--- src/rtl/seq_pattern_gen_if.sv ---
`default_nettype none
// ============================================================================
// Module   : seq_pattern_gen_if
// Brief    : Request and serial-output bundle for seq_pattern_gen. The
//            master side issues start/abort with the pattern and frame
//            count. The slave side returns the serial stream and status.
// Revision : 1.0  initial release
// ============================================================================
interface seq_pattern_gen_if #(
  parameter int PAT_W = 4,
  parameter int CNT_W = 4
);

  // Request side
  logic             start;
  logic             abort;
  logic [PAT_W-1:0] pattern;
  logic [CNT_W-1:0] repeat_n;

  // Serial stream and status
  logic             out;
  logic             out_valid;
  logic             frame_last;
  logic             busy;
  logic             done;

  // Requester: drives start/abort/pattern/repeat_n and observes the stream
  modport master (
    output start,
    output abort,
    output pattern,
    output repeat_n,
    input  out,
    input  out_valid,
    input  frame_last,
    input  busy,
    input  done
  );

  // Generator: consumes the request and produces the stream
  modport slave (
    input  start,
    input  abort,
    input  pattern,
    input  repeat_n,
    output out,
    output out_valid,
    output frame_last,
    output busy,
    output done
  );

endinterface
`default_nettype wire

--- src/rtl/seq_pattern_gen.sv ---
`default_nettype none
// ============================================================================
// Module   : seq_pattern_gen
// Brief    : Serial pattern generator. It latches a PAT_W-bit pattern and a
//            frame count, then shifts the pattern out MSB-first, one bit per
//            clock. GAP_BITS idle zeros follow each frame. Every output is
//            registered.
// Revision : 1.0  initial release
// ============================================================================
module seq_pattern_gen #(
  parameter int PAT_W    = 4,
  parameter int CNT_W    = 4,
  parameter int GAP_BITS = 1
) (
  input  wire             clk,
  input  wire             reset,
  seq_pattern_gen_if.slave bus
);

  // Bit index within a frame; PAT_W >= 2, so this is at least one bit
  localparam int c_idx_w = $clog2(PAT_W);
  // Gap counter width; kept at one bit even when gaps are disabled
  localparam int c_gap_w = (GAP_BITS > 1) ? $clog2(GAP_BITS) : 1;

  localparam logic [c_idx_w-1:0] c_idx_first = c_idx_w'(PAT_W - 1);
  localparam logic [c_gap_w-1:0] c_gap_first = c_gap_w'((GAP_BITS > 0) ? (GAP_BITS - 1) : 0);
  localparam logic [CNT_W-1:0]   c_cnt_one   = CNT_W'(1);

  // FSM encoding
  localparam logic [1:0] c_idle = 2'd0;
  localparam logic [1:0] c_data = 2'd1;
  localparam logic [1:0] c_gap  = 2'd2;
  localparam logic [1:0] c_done = 2'd3;

  // State registers
  logic [1:0]         r_state;
  logic [PAT_W-1:0]   r_pat;        // pattern latched at accept
  logic [CNT_W-1:0]   r_cnt;        // frames not yet finished
  logic [c_idx_w-1:0] r_bit_idx;    // bit currently on the line
  logic [c_gap_w-1:0] r_gap_idx;    // gap bits remaining after this one

  // Registered outputs
  logic r_out;
  logic r_out_valid;
  logic r_frame_last;
  logic r_busy;
  logic r_done;

  // Next-state values
  logic [1:0]         w_state;
  logic [PAT_W-1:0]   w_pat;
  logic [CNT_W-1:0]   w_cnt;
  logic [c_idx_w-1:0] w_bit_idx;
  logic [c_gap_w-1:0] w_gap_idx;
  logic               w_accept;
  logic               w_frame_end;

  assign w_accept    = (r_state == c_idle) && bus.start && !bus.abort;
  assign w_frame_end = (r_state == c_data) && (r_bit_idx == '0);

  // Next-state logic. An abort in any active state returns to IDLE and
  // overrides the normal flow. An abort in IDLE blocks an accept.
  always_comb begin
    w_state   = r_state;
    w_pat     = r_pat;
    w_cnt     = r_cnt;
    w_bit_idx = r_bit_idx;
    w_gap_idx = r_gap_idx;

    case (r_state)
      c_idle: begin
        if (w_accept) begin
          w_pat = bus.pattern;
          w_cnt = bus.repeat_n;
          if (bus.repeat_n != '0) begin
            w_state   = c_data;
            w_bit_idx = c_idx_first;
          end else begin
            w_state = c_done;
          end
        end
      end

      c_data: begin
        if (w_frame_end) begin
          // The frame counter is only decremented. A full-scale count
          // therefore sends exactly that many frames and never wraps.
          w_cnt = r_cnt - c_cnt_one;
          if (GAP_BITS != 0) begin
            w_state   = c_gap;
            w_gap_idx = c_gap_first;
          end else if (r_cnt == c_cnt_one) begin
            w_state = c_done;
          end else begin
            w_state   = c_data;
            w_bit_idx = c_idx_first;
          end
        end else begin
          w_bit_idx = r_bit_idx - 1'b1;
        end
      end

      c_gap: begin
        if (r_gap_idx == '0) begin
          // The count was already decremented at the end of the frame
          if (r_cnt == '0) begin
            w_state = c_done;
          end else begin
            w_state   = c_data;
            w_bit_idx = c_idx_first;
          end
        end else begin
          w_gap_idx = r_gap_idx - 1'b1;
        end
      end

      default: begin
        w_state = c_idle;
      end
    endcase

    if (bus.abort && (r_state != c_idle)) begin
      w_state = c_idle;
      w_cnt   = '0;
    end
  end

  // State update
  always_ff @(posedge clk) begin
    if (reset) begin
      r_state   <= c_idle;
      r_pat     <= '0;
      r_cnt     <= '0;
      r_bit_idx <= '0;
      r_gap_idx <= '0;
    end else begin
      r_state   <= w_state;
      r_pat     <= w_pat;
      r_cnt     <= w_cnt;
      r_bit_idx <= w_bit_idx;
      r_gap_idx <= w_gap_idx;
    end
  end

  // Outputs are registered from next-state values. The first data bit is
  // therefore on the line in the cycle right after the accept edge.
  always_ff @(posedge clk) begin
    if (reset) begin
      r_out        <= 1'b0;
      r_out_valid  <= 1'b0;
      r_frame_last <= 1'b0;
      r_busy       <= 1'b0;
      r_done       <= 1'b0;
    end else begin
      r_out        <= (w_state == c_data) ? w_pat[w_bit_idx] : 1'b0;
      r_out_valid  <= (w_state == c_data) || (w_state == c_gap);
      r_frame_last <= (w_state == c_data) && (w_bit_idx == '0);
      r_busy       <= (w_state != c_idle);
      r_done       <= (w_state == c_done);
    end
  end

  assign bus.out        = r_out;
  assign bus.out_valid  = r_out_valid;
  assign bus.frame_last = r_frame_last;
  assign bus.busy       = r_busy;
  assign bus.done       = r_done;

endmodule
`default_nettype wire

--- src/flat_wrapper.sv ---
// flat-port wrapper written by rule: the top's interface ports become plain ports
module seq_pattern_gen_flat 
#(
  parameter int PAT_W    = 4,
  parameter int CNT_W    = 4,
  parameter int GAP_BITS = 1
)
  (clk, reset, bus_start, bus_abort, bus_pattern, bus_repeat_n, bus_out, bus_out_valid, bus_frame_last, bus_busy, bus_done);
  seq_pattern_gen_if #(.PAT_W(PAT_W), .CNT_W(CNT_W)) bus_i ();
  input  wire clk;
  input  wire reset;
  input wire logic [$bits(bus_i.start)-1:0] bus_start;
  input wire logic [$bits(bus_i.abort)-1:0] bus_abort;
  input wire logic [$bits(bus_i.pattern)-1:0] bus_pattern;
  input wire logic [$bits(bus_i.repeat_n)-1:0] bus_repeat_n;
  output wire logic [$bits(bus_i.out)-1:0] bus_out;
  output wire logic [$bits(bus_i.out_valid)-1:0] bus_out_valid;
  output wire logic [$bits(bus_i.frame_last)-1:0] bus_frame_last;
  output wire logic [$bits(bus_i.busy)-1:0] bus_busy;
  output wire logic [$bits(bus_i.done)-1:0] bus_done;
  assign bus_i.start = bus_start;
  assign bus_i.abort = bus_abort;
  assign bus_i.pattern = bus_pattern;
  assign bus_i.repeat_n = bus_repeat_n;
  assign bus_out = bus_i.out;
  assign bus_out_valid = bus_i.out_valid;
  assign bus_frame_last = bus_i.frame_last;
  assign bus_busy = bus_i.busy;
  assign bus_done = bus_i.done;
  seq_pattern_gen #(.PAT_W(PAT_W), .CNT_W(CNT_W), .GAP_BITS(GAP_BITS)) u_core (.clk(clk), .reset(reset), .bus(bus_i));
endmodule
--- config.mk ---
export PLATFORM = sky130hd
export DESIGN_NAME = seq_pattern_gen_flat
export DESIGN_NICKNAME = d
export VERILOG_FILES = /design/src/rtl/seq_pattern_gen_if.sv /design/src/rtl/seq_pattern_gen.sv /design/src/flat_wrapper.sv
export SDC_FILE = /design/constraint.sdc
export NUM_CORES = 1
export LEC_CHECK = 0
export ABC_AREA = 1
export CAP_MARGIN = 10
export CORE_ASPECT_RATIO = 1.2
export CORE_MARGIN = 3
export CORE_UTILIZATION = 46
export CTS_CLUSTER_DIAMETER = 50
export DETAILED_ROUTE_END_ITERATION = 12
export GPL_TIMING_DRIVEN = 0
export PLACE_DENSITY = 0.74
export SYNTH_ARGS = -nofsm -noshare
export SYNTH_HDL_FRONTEND = slang
export SYNTH_SLANG_ARGS = --single-unit
export TNS_END_PERCENT = 50
--- constraint.sdc ---
create_clock -name clk -period 1.57 [get_ports clk]
set_input_delay 0.314 -clock clk [delete_from_list [all_inputs] [get_ports clk]]
set_output_delay 0.314 -clock clk [all_outputs]
set_load 0.1 [all_outputs]
After elaboration in Yosys (flattened, before gate mapping)
Cells that the tools add are included.
{"block": "totals", "reg_bits": 18, "latchBits": 0, "ramBits": 0, "romBits": 0, "inputBits": 12, "out_inout_bits": 5, "word_cells": 65, "memories": 0}
{"block": "classes", "n_addsub": 3, "multipliers": 0, "div_mod_pow": 0, "magnitude_cmp": 1, "n_eq_ne": 7, "shifts": 0, "muxes": 23, "bitwise": 1, "reduce_logical": 20}
{"cell": "2-bit 2-to-1 mux", "count": 11}
{"cell": "4-bit 2-to-1 mux", "count": 4}
{"cell": "2-bit one-hot mux with 3 select lines", "count": 2}
{"cell": "4-bit one-hot mux with 2 select lines", "count": 1}
{"cell": "2-bit nonzero test", "count": 4}
{"cell": "2-bit equality test (second input constant)", "count": 3}
{"cell": "2-bit zero test", "count": 3}
{"cell": "1-bit logical AND", "count": 5}
{"cell": "2-bit by 1-bit equality test with 1-bit output (second input constant)", "count": 2}
{"cell": "4-bit zero test", "count": 1}
{"cell": "2-bit by 1-bit inequality test with 1-bit output (second input constant)", "count": 2}
{"cell": "4-bit nonzero test", "count": 1}
{"cell": "2-bit OR reduction", "count": 2}
{"cell": "4-bit by 1-bit subtractor with 4-bit output (second input constant)", "count": 1}
{"cell": "2-bit by 3-bit less-than comparator with 1-bit output (second input constant)", "count": 1}
{"cell": "1-bit 2-to-1 mux", "count": 3}
{"cell": "3-bit AND reduction", "count": 1}
{"cell": "1-bit binary-select mux with 2-bit select", "count": 1}
{"cell": "1-bit one-hot mux with 2 select lines", "count": 1}
{"cell": "2-bit AND reduction", "count": 1}
{"cell": "2-bit by 1-bit subtractor with 2-bit output (second input constant)", "count": 1}
{"cell": "1-bit zero test", "count": 1}
{"cell": "1-bit logical OR", "count": 1}
{"cell": "1-bit NOT", "count": 1}
{"cell": "1-bit subtractor (second input constant)", "count": 1}

Depth between registers and ports, before layout
Gate-level depths: netlist (run 1).
{"block": "logic_depth", "word_depth": 9, "ltp_mapped": 11, "ltp_nobuf": 11}

Least setup slack after synthesis (run 1)
No wires, ideal clock.
{"block": "synth_timing", "path_kind": "register to register", "start": "reg u_core.r_bit_idx[0]", "end": "reg u_core.r_frame_last, in the netlist u_core.bus.frame_last", "arrival_time_ps": 1525, "required_time_ps": 1500, "setup_slack_ps": -25, "path_stages_with_launch": 10, "n_path_buf": 0, "cell_sequence": "dfxtp_1 > inv_1 > ha_1 > inv_1 > nand2_1 > a31oi_2 > ha_1 > nand2_1 > nor2_1 > a21boi_1"}
{"block": "synth_via", "elab_chain_len": 7, "elab_cells_between_ends": 15}
{"item": "start, declared", "line_no": "seq_pattern_gen.sv:39", "text": "logic [c_idx_w-1:0] r_bit_idx;"}
{"item": "start signal, assigned", "line_no": "seq_pattern_gen.sv:140", "text": "r_bit_idx <= w_bit_idx;"}
{"item": "2-bit zero test", "line_no": "seq_pattern_gen.sv:59", "text": "assign w_frame_end = (r_state == c_data) && (r_bit_idx == '0);"}
{"item": "1-bit logical AND", "line_no": "seq_pattern_gen.sv:59"}
{"item": "2-bit 2-to-1 mux", "line_no": "seq_pattern_gen.sv:85", "text": "if (w_frame_end) begin"}
{"item": "2-bit one-hot mux with 3 select lines", "line_no": "seq_pattern_gen.sv:70", "text": "case (r_state)"}
{"item": "2-bit 2-to-1 mux", "line_no": "seq_pattern_gen.sv:122", "text": "if (bus.abort && (r_state != c_idle)) begin"}
{"item": "named net u_core.w_state[0]", "line_no": "seq_pattern_gen.sv:50", "text": "logic [1:0] w_state;"}
{"item": "2-bit by 1-bit equality test with 1-bit output", "line_no": "seq_pattern_gen.sv:157", "text": "r_frame_last <= (w_state == c_data) && (w_bit_idx == '0);"}
{"item": "1-bit logical AND", "line_no": "seq_pattern_gen.sv:157"}
{"item": "end signal, assigned", "line_no": "seq_pattern_gen.sv:157"}
{"item": "end, declared", "line_no": "seq_pattern_gen.sv:45", "text": "logic r_frame_last;"}
The timed path passes the listed nets, and every way through them passes these cells.
A chain may end at the register's enable or synchronous reset.

Final worst setup path (run 1)
{"block": "layout_timing", "start": "reg u_core.r_state[0]", "end": "reg u_core.r_frame_last, in the netlist u_core.bus.frame_last"}
{"block": "layout_via", "elab_chain_len": 8, "elab_cells_between_ends": 19}
{"item": "start, declared", "line_no": "seq_pattern_gen.sv:36", "text": "logic [1:0] r_state;"}
{"item": "start signal, assigned", "line_no": "seq_pattern_gen.sv:131", "text": "r_state <= c_idle;"}
{"item": "start signal, assigned", "line_no": "seq_pattern_gen.sv:137", "text": "r_state <= w_state;"}
{"item": "2-bit zero test", "line_no": "seq_pattern_gen.sv:58, seq_pattern_gen.sv:70"}
{"item": "1-bit logical AND (2 in series)", "line_no": "seq_pattern_gen.sv:58", "text": "assign w_accept = (r_state == c_idle) && bus.start && !bus.abort;"}
{"item": "2-bit 2-to-1 mux", "line_no": "seq_pattern_gen.sv:72", "text": "if (w_accept) begin"}
{"item": "2-bit one-hot mux with 3 select lines", "line_no": "seq_pattern_gen.sv:70"}
{"item": "2-bit 2-to-1 mux (*)", "line_no": "seq_pattern_gen.sv:122"}
{"item": "named net u_core.w_state[1]", "line_no": "seq_pattern_gen.sv:50"}
{"item": "2-bit by 1-bit equality test with 1-bit output (*)", "line_no": "seq_pattern_gen.sv:157"}
{"item": "1-bit logical AND (*)", "line_no": "seq_pattern_gen.sv:157"}
The timed path passes the listed nets; every way through them passes the cells marked *.

==> results of run 1 <==
cells by family (layout without fill, tap and decap cells):
family                     Yosys count  in the layout  share of synthesized area
buffers and inverters               26             59                      0.100
DFF                                 17             17                      0.349
AOI/OAI and AO/OA                   19             19                      0.121
adders and majority gates            6              6                     0.0770
xor gates and xnor gates             1              1                    0.00899
and+or+nand+nor                     75             75                      0.344
through the flow:
step           utilization  TNS, ps  instance area [µm²]
2_1_floorplan            -        0                  981
3_3_place_gp         0.608    -3220                 1160
3_5_place_dp         0.608    -3300                 1160
4_1_cts              0.652     -134                 1250
5_1_grt              0.748     -235                 1430
6_report             0.748        0                 1430
cells in the mapped netlist:
library cell | count | area share
a31oi_2 | 1 | 0.013
or2_1 | 2 | 0.013
nor2_1 | 22 | 0.085
a211oi_1 | 2 | 0.015
inv_2 | 5 | 0.019
xor2_1 | 1 | 0.0090
nor2_4 | 1 | 0.012
a31oi_1 | 3 | 0.019
a311oi_1 | 1 | 0.0090
o21ai_1 | 2 | 0.010
a21oi_1 | 4 | 0.021
clkbuf_1 | 1 | 0.0038
nand3_1 | 11 | 0.056
nand4_1 | 3 | 0.019
ha_1 | 6 | 0.077
o21ai_0 | 5 | 0.026
nor2_2 | 2 | 0.013
nand2_1 | 31 | 0.12
dfxtp_1 | 17 | 0.35
a21boi_1 | 1 | 0.0077
inv_1 | 20 | 0.077
or2_2 | 1 | 0.0064
nand3_2 | 2 | 0.021
final cells by class:
cell class / count / share of cell area
Buffer: 1 / 0.00262
Multi-Input combinational cell: 101 / 0.457
Sequential cell: 17 / 0.245
Tap cell: 19 / 0.0166
Timing Repair Buffer: 29 / 0.188
Inverter: 25 / 0.0725
Clock buffer: 4 / 0.0183
flip-flops by register name, indices dropped and copies added (netlist names):
name,flops
u_core.r_state,2
u_core.bus.out,1
u_core.bus.busy,1
u_core.bus.done,1
u_core.bus.out_valid,1
u_core.r_cnt,4
u_core.r_bit_idx,2
u_core.bus.frame_last,1
u_core.r_pat,4
critical path: cells and delay by family, from the launching register on:
kind	cells	cell delay [ps]
adders and majority gates	1	170
and+or+nand+nor	5	350
buffers and inverters	2	170
AOI/OAI and AO/OA	2	370
DFF	1	400
power breakdown:
group          leakage, nW  internal [mW]  total (mW)  switching, mW
Combinational        0.494          0.320       0.859          0.539
Clock               0.0150         0.0988       0.239          0.140
Sequential           0.142          0.503       0.554         0.0508
timing repair:
action,4_1_cts,5_1_grt
pin swaps,3,12
setup buffers,0,13
setup endpoints to repair,9,5
gates resized for setup,27,25
hold buffers,0,0
cloned,0,0
hold endpoints to repair,0,0
per-layer routing:
metal	part of all wire	GRT usage	vias up
met1	0.42	0.195	488
li1	-	-	528
met3	0.049	0.0288	8
met5	0	0	-
met2	0.51	0.308	40
met4	0.020	0.0462	0
path summary, 6_finish.rpt:
check                                       start  depth (start not counted)                    end  slack [ps]
worst max register to register  u_core.r_state[0]                         10  u_core.bus.frame_last          10
worst min register to register    u_core.r_cnt[1]                          2        u_core.r_cnt[1]         530
worst min-delay path              u_core.r_cnt[1]                          2        u_core.r_cnt[1]         530
worst max-delay path            u_core.r_state[0]                         10  u_core.bus.frame_last          10
==> impl_metrics.tcl, run 1 <==
set metrics [dict create \
    required_ps 1760 \
    num-fill-cells 147 \
    cts_inserted_buffers 3 \
    arrival_ps 1750 \
    drv_cap 0 \
    dp.cells 179 \
    power.total_mw 1.65 \
    drv_slew 0 \
    critPathKind "reg -> reg" \
    avgSynthCellArea_um2 6.77 \
    drc 0 \
    period_share 0.993 \
    initial_core_util 0.509 \
    grt_overflow 0 \
    antenna_left 0 \
    cts_buffer_depth 2 \
    dieHeight_um 56.4 \
    period_minus_slack_ps 1560 \
    grt_pass1_wl_um 3480 \
    viasPerCell 5.43 \
    mostFrequentLayoutCells "nand2_1 (27), nor2_1 (17), inv_1 (16), dfxtp_1 (14), buf_4 (13)" \
    diodes 0 \
    status "finished, final reports clean" \
    core_region_area_um2 1910 \
    rsz0062_at_grt "true" \
    portBuffers 16 \
    synth_area_um2 975 \
    nNetsFinal 196 \
    drive_above_1_share 0.311 \
    path_cells "inv_4, nand2_4, nor2_4, nand3_2, a31oi_4, inv_2, ha_4, nand2_2, nor2_2, a21boi_2" \
    synth_nets 162 \
    htree_num_levels 1 \
    cts_num_sinks 17 \
    tightest_slew_ps 546 \
    instances_no_fill 196 \
    multiInputGateArea_um2 654 \
    skew_ps 0.596 \
    routabilityCongestion 0.879 \
    placementRows 17 \
    synthCells 144 \
    yosysUniqueCellTypes 23 \
    slowest_delay_ps 400 \
    register_area_um2 352 \
    clkLatencyLatePin_ps 290 \
    area_growth_pct 47.0 \
    avgRoutedWirePerCell_um 13.3 \
    drtIter0Drc 23 \
    die_w_um 48.0 \
    ys_ff_latch 17 \
    ys_seq_area_frac 0.349 \
    power.density_nw_per_um2 1150 \
    timing.fmax_mhz 642 \
    first_pass_iters 4 \
    start_kind "flop" \
    hp-class "reg -> reg" \
    ys_warn_count 0 \
    clk_pin_slew_ps 100 \
    pin_count 17 \
    grt_pass1_vias 865 \
    die_area_um2 2710 \
    cp_slowest_cell "dfxtp_4" \
    grt_usage 0.172 \
    vias 1064 \
    hold_viol 0 \
    place_ws_ps -526 \
    hpwl_um 1640 \
    relSlewSlack 0.638 \
    cts_tree "yes" \
    setup_ws_ps 11.3 \
    drt-total-wl_um 2600 \
    ir_drop_uv 681 \
    leakage_nw 0.651 \
    antenna_found_initial 0 \
    crit_fanout 5 \
    final_common_cell "nand2_1" \
    setup_viol 0 \
    crit_path_end_kind "flop" \
    timing.hold.ws_ps 532 \
    grt_max_degree 11 \
    cts_root_buf "clkbuf_4" \
]
Note: power is estimated with default switching activity, not from simulation.
==> inputs of run 2 (changes only) <==
Settings changed: ABC_CLOCK_PERIOD_IN_PS set to 1570.
==> results of run 2 <==
Final layout, timing and power as in run 1 (identical DEF).
==> inputs of run 3 (changes only) <==
Settings changed: ABC_CLOCK_PERIOD_IN_PS 1570 to 1400.
Clock period 1.57 ns to 1.4 ns, I/O delays scaled along.
==> impl_metrics.tcl, run 3 (same netlist as run 1, synthesis figures left out) <==
set metrics [dict create \
    clkLatencyLatePin_ps 320 \
    htree_num_levels 1 \
    drv_cap 0 \
    critPathKind "reg -> reg" \
    leakage_nw 0.648 \
    violations "setup timing" \
    required_ps 1620 \
    period_minus_slack_ps 1560 \
    drive_above_1_share 0.356 \
    timing.hold.ws_ps 534 \
    hold_depth 2 \
    hp-class "reg -> reg" \
    reg2regPathDepth 10 \
    avgRoutedWirePerCell_um 15.1 \
    hpwl_um 1650 \
    drc 0 \
    start_kind "flop" \
    pin_count 17 \
    cts_root_buf "clkbuf_4" \
    grt_pass1_wl_um 4260 \
    cts_tree "yes" \
    status "complete, but fails checks" \
    area_growth_pct 49.4 \
    drtIter0Drc 39 \
    die_w_um 48.0 \
    antenna_found_initial 0 \
    antenna_left 0 \
    tightest_slew_ps 489 \
    portBuffers 16 \
    core_region_area_um2 1910 \
    min_to "u_core.r_cnt[1]" \
    rrSetupSlack_ps -160 \
    grt_max_degree 11 \
    vias 1061 \
    power.density_nw_per_um2 1360 \
    timing.fmax_mhz 643 \
    grt_overflow 0 \
    drv_slew 0 \
    first_pass_iters 4 \
    arrival_ps 1780 \
    ir_drop_uv 1170 \
    drt-total-wl_um 2950 \
    dieHeight_um 56.4 \
    final_common_cell "nand2_1" \
    hold_viol 0 \
    worstReg2RegStart "u_core.r_state[0]" \
    top_regs "u_core.r_cnt: 4 flops, u_core.r_pat: 4 flops" \
    crit_start "u_core.r_state[0]" \
    grt_usage 0.219 \
    clk_pin_slew_ps 110 \
    initial_core_util 0.509 \
    mostFrequentLayoutCells "nand2_1 (25), nor2_1 (17), inv_1 (14), dfxtp_1 (14), buf_4 (11)" \
    placementRows 17 \
    skew_ps 5.04 \
    relSlewSlack 0.676 \
    nNetsFinal 196 \
    viasPerCell 5.41 \
    setup_viol 4 \
    period_share 1.11 \
    die_area_um2 2710 \
    min-delay-start "u_core.r_cnt[1]" \
    crit_fanout 4 \
    grt_pass1_vias 990 \
    rsz0062_at_grt "true" \
    diodes 0 \
    cts_buffer_depth 2 \
    setup_ws_ps -156 \
    crit_path_end_kind "flop" \
    setup_tns_ps -448 \
    r2r-end "u_core.bus.frame_last" \
    cts_num_sinks 17 \
    cts_inserted_buffers 3 \
    routabilityCongestion 0.849 \
]
run 3: cell type report:
| cell class | count | area (µm²) |
|---|---|---|
| Clock buffer | 3 | 22.5 |
| Buffer | 1 | 3.75 |
| Inverter | 25 | 106 |
| Fill cell | 133 | 458 |
| Timing Repair Buffer | 29 | 238 |
| Multi-Input combinational cell | 101 | 706 |
| Tap cell | 19 | 23.8 |
| Clock inverter | 1 | 5.00 |
| Sequential cell | 17 | 352 |
run 3: worst max-delay path by stage:
stage,endpoint,slack [ps]
6_report,u_core.bus.frame_last,-160
5_1_grt,u_core.bus.out,-220
2_1_floorplan,u_core.bus.frame_last,-60
3_3_place_gp,u_core.bus.frame_last,-580
4_1_cts,u_core.bus.out_valid,-80
3_5_place_dp,u_core.bus.frame_last,-610
run 3: where the power goes:
group | total (mW) | switching (mW) | leakage, nW | internal (mW)
Clock | 0.292 | 0.185 | 0.0177 | 0.107
Combinational | 1.07 | 0.677 | 0.489 | 0.397
Sequential | 0.620 | 0.0559 | 0.142 | 0.564
Total | 1.99 | 0.918 | 0.648 | 1.07
run 3: layer usage:
metal  wire length (µm)  global-route usage
met5                  0                   0
met4                 87               0.142
met3                175              0.0385
met2               1490               0.336
met1               1200               0.263
run 3: timing repair:
| action | 4_1_cts | 5_1_grt |
|---|---|---|
| gates resized for setup | 48 | 22 |
| hold buffers | 0 | 0 |
| pin swaps | 4 | 8 |
| hold endpoints to repair | 0 | 0 |
| setup buffers | 9 | 5 |
| setup endpoints to repair | 11 | 8 |
| cloned | 0 | 0 |
run 3: worst max-delay path, cell delays in order, from the launching register on:
cell and delay [ps]:
dfxtp_4 400, inv_4 90, nand2_4 60, nor2_4 110
nand3_2 110, a31oi_4 200, inv_2 100, ha_4 180
nand2_2 60, nor2_2 40, a21boi_1 110
run 3: through the flow:
stage	cell area [µm²]	setup slack, ps	total power, mW	instances	utilization
6_report	1460	-156	1.99	196	0.761
5_1_grt	1460	-221	2.11	196	0.761
4_1_cts	1350	-77.2	1.79	192	0.703
3_5_place_dp	1190	-606	1.40	179	0.620
3_3_place_gp	1190	-581	1.38	179	0.620
2_1_floorplan	1000	-63.3	1.22	144	-
